$ cat src/rtl/fetch_queue_if.sv
// Instruction-memory port of the fetch unit: one outstanding request,
// one-cycle response pulse.
interface fetch_queue_if;
    logic        im_req_valid;
    logic [31:0] im_req_addr;
    logic        im_req_ready;
    logic        im_resp_valid;
    logic [31:0] im_resp_data;

    modport master (
        output im_req_valid, im_req_addr,
        input  im_req_ready, im_resp_valid, im_resp_data
    );

    modport slave (
        input  im_req_valid, im_req_addr,
        output im_req_ready, im_resp_valid, im_resp_data
    );
endinterface

$ cat src/rtl/fetch_queue.sv
// Decoupled instruction fetch: single outstanding memory request feeding a
// DEPTH-entry instruction/PC queue whose head is presented to decode.
module fetch_queue #(
    parameter logic [31:0] RESET_PC = 32'hBFC00000,
    parameter int          DEPTH    = 4
) (
    input  logic                       CLK,
    input  logic                       RESET,
    input  logic                       STALL,
    input  logic                       Request_Alt_PC,
    input  logic [31:0]                Alt_PC,
    fetch_queue_if.master              im,
    output logic [31:0]                Instr1_OUT,
    output logic [31:0]                Instr_PC_OUT,
    output logic [31:0]                Instr_PC_Plus4,
    output logic                       out_valid,
    output logic [$clog2(DEPTH+1)-1:0] occupancy
);
    localparam int PW = $clog2(DEPTH);
    localparam int CW = $clog2(DEPTH + 1);

    logic [31:0]   fetch_pc_reg;
    logic [31:0]   req_pc_reg;
    logic          busy_reg;
    logic          drop_reg;
    logic [PW-1:0] head_reg;
    logic [PW-1:0] tail_reg;
    logic [CW-1:0] count_reg;
    logic [CW-1:0] count_next;
    logic [31:0]   instr_mem_reg [DEPTH];
    logic [31:0]   pc_mem_reg    [DEPTH];

    logic not_empty;
    logic issue;
    logic accept;
    logic resp;
    logic enq;
    logic deq;

    assign not_empty = (count_reg != '0);

    // Issue only when the queue has room for the answer, so an outstanding
    // request always owns a free slot. Gated by RESET so outputs read 0 in reset.
    assign issue  = RESET && !busy_reg && (count_reg != CW'(DEPTH)) && !Request_Alt_PC;
    assign accept = issue && im.im_req_ready;
    assign resp   = im.im_resp_valid && busy_reg;
    assign enq    = resp && !drop_reg && !Request_Alt_PC;
    assign deq    = not_empty && !STALL && !Request_Alt_PC;

    assign im.im_req_valid = issue;
    assign im.im_req_addr  = RESET ? fetch_pc_reg : 32'd0;

    always_comb begin
        count_next = count_reg;
        case ({enq, deq})
            2'b10:   count_next = count_reg + CW'(1);
            2'b01:   count_next = count_reg - CW'(1);
            default: count_next = count_reg;
        endcase
    end

    always_ff @(posedge CLK or negedge RESET) begin
        if (!RESET) begin
            fetch_pc_reg <= RESET_PC;
            req_pc_reg   <= '0;
            busy_reg     <= 1'b0;
            drop_reg     <= 1'b0;
            head_reg     <= '0;
            tail_reg     <= '0;
            count_reg    <= '0;
        end else if (Request_Alt_PC) begin
            fetch_pc_reg <= Alt_PC;
            head_reg     <= '0;
            tail_reg     <= '0;
            count_reg    <= '0;
            // A response racing the redirect is simply consumed; otherwise
            // the still-outstanding one must be thrown away when it lands.
            if (resp) begin
                busy_reg <= 1'b0;
                drop_reg <= 1'b0;
            end else if (busy_reg) begin
                drop_reg <= 1'b1;
            end
        end else begin
            if (accept) begin
                busy_reg     <= 1'b1;
                req_pc_reg   <= fetch_pc_reg;
                fetch_pc_reg <= fetch_pc_reg + 32'd4;
            end else if (resp) begin
                busy_reg <= 1'b0;
                drop_reg <= 1'b0;
            end
            if (enq) tail_reg <= tail_reg + PW'(1);
            if (deq) head_reg <= head_reg + PW'(1);
            count_reg <= count_next;
        end
    end

    always_ff @(posedge CLK or negedge RESET) begin
        if (!RESET) begin
            for (int i = 0; i < DEPTH; i++) begin
                instr_mem_reg[i] <= '0;
                pc_mem_reg[i]    <= '0;
            end
        end else if (enq) begin
            instr_mem_reg[tail_reg] <= im.im_resp_data;
            pc_mem_reg[tail_reg]    <= req_pc_reg;
        end
    end

    assign out_valid      = not_empty;
    assign occupancy      = count_reg;
    assign Instr1_OUT     = not_empty ? instr_mem_reg[head_reg] : 32'd0;
    assign Instr_PC_OUT   = not_empty ? pc_mem_reg[head_reg] : 32'd0;
    assign Instr_PC_Plus4 = not_empty ? pc_mem_reg[head_reg] + 32'd4 : 32'd0;
endmodule

$ cat src/flat_wrapper.sv
// flat-port wrapper written by rule: the top's interface ports become plain ports
module fetch_queue_flat 
#(
    parameter logic [31:0] RESET_PC = 32'hBFC00000,
    parameter int          DEPTH    = 4
)
  (CLK, RESET, STALL, Request_Alt_PC, Alt_PC, Instr1_OUT, Instr_PC_OUT, Instr_PC_Plus4, out_valid, occupancy, im_im_req_valid, im_im_req_addr, im_im_req_ready, im_im_resp_valid, im_im_resp_data);
  fetch_queue_if im_i ();
  input  logic CLK;
  input  logic RESET;
  input  logic STALL;
  input  logic Request_Alt_PC;
  input  logic [31:0] Alt_PC;
  output logic [31:0] Instr1_OUT;
  output logic [31:0] Instr_PC_OUT;
  output logic [31:0] Instr_PC_Plus4;
  output logic out_valid;
  output logic [$clog2(DEPTH+1)-1:0] occupancy;
  output wire logic [$bits(im_i.im_req_valid)-1:0] im_im_req_valid;
  output wire logic [$bits(im_i.im_req_addr)-1:0] im_im_req_addr;
  input wire logic [$bits(im_i.im_req_ready)-1:0] im_im_req_ready;
  input wire logic [$bits(im_i.im_resp_valid)-1:0] im_im_resp_valid;
  input wire logic [$bits(im_i.im_resp_data)-1:0] im_im_resp_data;
  assign im_im_req_valid = im_i.im_req_valid;
  assign im_im_req_addr = im_i.im_req_addr;
  assign im_i.im_req_ready = im_im_req_ready;
  assign im_i.im_resp_valid = im_im_resp_valid;
  assign im_i.im_resp_data = im_im_resp_data;
  fetch_queue #(.RESET_PC(RESET_PC), .DEPTH(DEPTH)) u_core (.CLK(CLK), .RESET(RESET), .STALL(STALL), .Request_Alt_PC(Request_Alt_PC), .Alt_PC(Alt_PC), .im(im_i), .Instr1_OUT(Instr1_OUT), .Instr_PC_OUT(Instr_PC_OUT), .Instr_PC_Plus4(Instr_PC_Plus4), .out_valid(out_valid), .occupancy(occupancy));
endmodule
$ cat config.mk
export PLATFORM = sky130hd
export DESIGN_NAME = fetch_queue_flat
export DESIGN_NICKNAME = d
export VERILOG_FILES = /design/src/rtl/fetch_queue_if.sv /design/src/rtl/fetch_queue.sv /design/src/flat_wrapper.sv
export SDC_FILE = /design/constraint.sdc
export NUM_CORES = 1
export LEC_CHECK = 0
export ABC_AREA = 1
export CORE_MARGIN = 2
export CORE_UTILIZATION = 50
export DETAILED_ROUTE_END_ITERATION = 8
export PLACE_DENSITY = 0.82
export SLEW_MARGIN = 20
export SYNTH_ARGS = -nofsm -noshare
export SYNTH_HDL_FRONTEND = slang
export SYNTH_SLANG_ARGS = --single-unit
$ cat constraint.sdc
create_clock -name CLK -period 7.1 [get_ports CLK]
set_input_delay 1.42 -clock CLK [delete_from_list [all_inputs] [get_ports CLK]]
set_output_delay 1.42 -clock CLK [all_outputs]
set_load 0.1 [all_outputs]
==> results.md <==
- Status: complete, no violations
- Main synth FF type: dfrtp_1
- Synth cell types: 36
- Die Y: 188 um
- Ys Warns: 0
- Post-CTS setup buffers: 0
- Nets: 2529
- CTS resizes: 0
- DRC errors left: 0
- Fin Setup TNS: 0 ps
- Min-Delay Path Class: flip-flop to flip-flop
- Peak supply drop: 0.405 mV
- CTS tree: built
- Final worst slack: 723 ps
- EDFF count, synth: 0
- DP Worst Slack: 1300 ps
- Req. time, crit path: 5680 ps
- Leak: 9.50 nW
- CP Launch Type: flip-flop
- Syn Nets: 2413
- First-pass GRT wire length: 78600 um
- Final Max Slew Viols: 0
- Diode count: 0
- Clock-pin slew on the worst setup and hold paths: 60 ps
- RSZ-0062 raised after global routing: no
- Min-Delay Startpoint: u_core.instr_mem_reg[90]
- Vias in the first global route: 15600
- Core Footprint: 0.0334 mm^2
- CP Capture Type: output pin
- CTS root buf: clkbuf_16
- Relative slew slack: 28.3%
- DR vias: 16000
- Cell Pwr Density: 430 mW/mm^2
- Post-synth ARST share: 100%
- Gr usage total: 27.0%
- Hold path cells: 2
- 1st-pass router iterations: 7
- Antenna violations before repair: 0
- Synthesis-stage register bit count: 329
- Ratio of routed vias to standard cells: 5.48
- GP Congestion: 0.954
- Initial core utilization: 50.7%
- Syn avg cell area: 7.26 um^2
- I/O pin cnt: 203
- Syn Std Cell Area: 0.0170 mm^2
- DR WL/cell: 16.2 um
- Final hold vios: 0
- Layout filler cell count: 2932
- Die Width: 188 um
- Sequential element share of the synthesized area: 48.6%
- RR Endpoint: u_core.occupancy[2]
- Worst R2R Path Depth: 12
- Proportion of layout cells with a drive suffix above 1: 4.53%
- Setup Viol. Count Final: 0
- Setup skew after layout: 14.4 ps
- Count of input and output buffers: 202
- CTS H-tree depth: 2
- Hold Path End: u_core.instr_mem_reg[90]
- Post-route antenna net violation count: 0
- Post-DP HPWL: 30800 um
- Sinks on Clock Net: 329
- R2R setup slack: 3970 ps
- Final min period: 6380 ps
- Max Freq: 157 MHz
- Crit path kind: flip-flop to output pin
- Least-Margin Pin Slew: 1080 ps
- Tcrit/Tclk final: 89.8%
- Area Overhead vs Synth: 18.6%
- Placed insts: 2863
- Synth Instances: 2336
- Num rows: 67
- Later-pin clock latency in the skew report: 510 ps
- Peak fanout along the critical path: 70
- Worst Path Arrival: 4960 ps
- Initial drt markers: 1779
- GRT Residual Overflow: 0
- Die Footprint: 0.0354 mm^2
- CTS max path bufs: 3
- Final Non-Filler Cells: 2923
- CTS Hold Bufs: 0
- R2R Path Start: u_core.occupancy[0]
- Pin count of the biggest net entering global routing: 90
- Final core utilization: 60.2%
- Max-cap violation count: 0
- Cts bufs inserted: 35
- Routed wire length: 47400 um
==> cells in the mapped netlist (8+ instances only) <==
| master | n | area (um^2) |
|---|---|---|
| nand4_1 | 14 | 87.6 |
| buf_2 | 15 | 75.1 |
| nor2_1 | 274 | 1030 |
| a21oi_1 | 53 | 265 |
| nand2_1 | 770 | 2890 |
| o21ai_0 | 392 | 1960 |
| dfrtp_1 | 320 | 8010 |
| buf_4 | 12 | 90.1 |
| clkbuf_1 | 96 | 360 |
| o211ai_1 | 12 | 90.1 |
| buf_1 | 8 | 30.0 |
| inv_1 | 180 | 676 |
| dfstp_2 | 9 | 236 |
| xor2_1 | 15 | 131 |
| buf_6 | 10 | 113 |
| nand3_1 | 91 | 455 |
| nor3_1 | 16 | 80.1 |
==> where the power goes <==
group          switching, mW  total (mW)  internal [mW]
Clock                  0.719        1.72          0.998
Sequential             0.251        2.43           2.18
Combinational           3.52        4.51          0.985
Total                   4.49        8.65           4.16
==> through the flow <==
step	hold slack [ps]	cell area, um^2	power (mW)
floorplan	448	17000	5.83
global placement	460	19000	6.88
detailed placement	468	19000	6.94
CTS	482	20100	8.67
global route	494	20100	9.07
finish	480	20100	8.65
==> logic make-up (layout without fill, tap and decap cells) <==
group	count (synthesis)	after routing	synth area share, %
AND/OR/NAND/NOR	1183	1183	27.6
AO/OA/AOI/OAI	476	476	14.4
flip-flops	329	329	48.6
buffers and inverters	324	463	7.99
XOR/XNOR	17	17	0.877
adder cells (fa/ha/maj)	7	7	0.560
==> final cells by class <==
type	count	area, um^2	share of cell area [%]
Sequential cell	329	8250	41.0
Multi-Input combinational cell	1683	7400	36.8
Timing Repair Buffer	220	2150	10.7
Clock buffer	53	1030	5.10
Inverter	183	688	3.42
Tap cell	448	561	2.79
Clock inverter	7	43.8	0.218
==> cell usage in the layout, fill, tap and decap left out, types with 2 or more instances in the layout <==
master           count
nand2_4              4
nor2_1             274
inv_2                2
nor2_2               4
clkbuf_1            12
inv_1              179
o21ai_1              4
xor2_1              15
clkdlybuf4s50_1    190
nand2_2              7
nor2_4               4
nand2_1            765
o21bai_1             2
nand4_1             14
a21oi_1             53
buf_4               27
clkbuf_16           37
ha_1                 6
clkbuf_8             4
clkinv_2             5
clkinvlp_4           2
dfrtp_1            318
o21ai_0            392
xnor2_1              2
o221ai_1             3
a31oi_1              6
o211ai_1            12
nand3_1             91
dfstp_2              9
nor3_1              16
==> layer usage <==
metal | track usage, % | wire length [um]
met1 | 37.4 | 20700
met2 | 43.1 | 21700
met3 | 5.22 | 3830
met4 | 8.24 | 1130
met5 | 0 | 0
==> how the worst max path moves through the flow <==
stage,start,to,cells past startpoint,slack (ps)
4_1_cts,u_core.head_reg[0],Instr_PC_Plus4[31],12,750
3_3_place_gp,u_core.head_reg[0],Instr_PC_Plus4[31],12,1360
3_5_place_dp,u_core.head_reg[0],Instr_PC_Plus4[31],12,1300
5_1_grt,u_core.head_reg[0],Instr_PC_Plus4[25],14,420
2_1_floorplan,u_core.occupancy[0],Instr_PC_Plus4[6],6,1200
6_report,u_core.head_reg[0],Instr_PC_Plus4[31],12,720
==> critical path: stages, from the launching register on <==
cell and delay (ps):
dfrtp_4 900, clkinv_2 840, buf_4 480, nand2_1 80
nand3_1 60, nand2_1 150, nand2_1 80, nor2_1 200
nand2_1 110, nor2_1 170, a21oi_1 90, nor2_1 140
clkdlybuf4s50_1 1140
No activity file was read; power rests on OpenSTA's default activity.
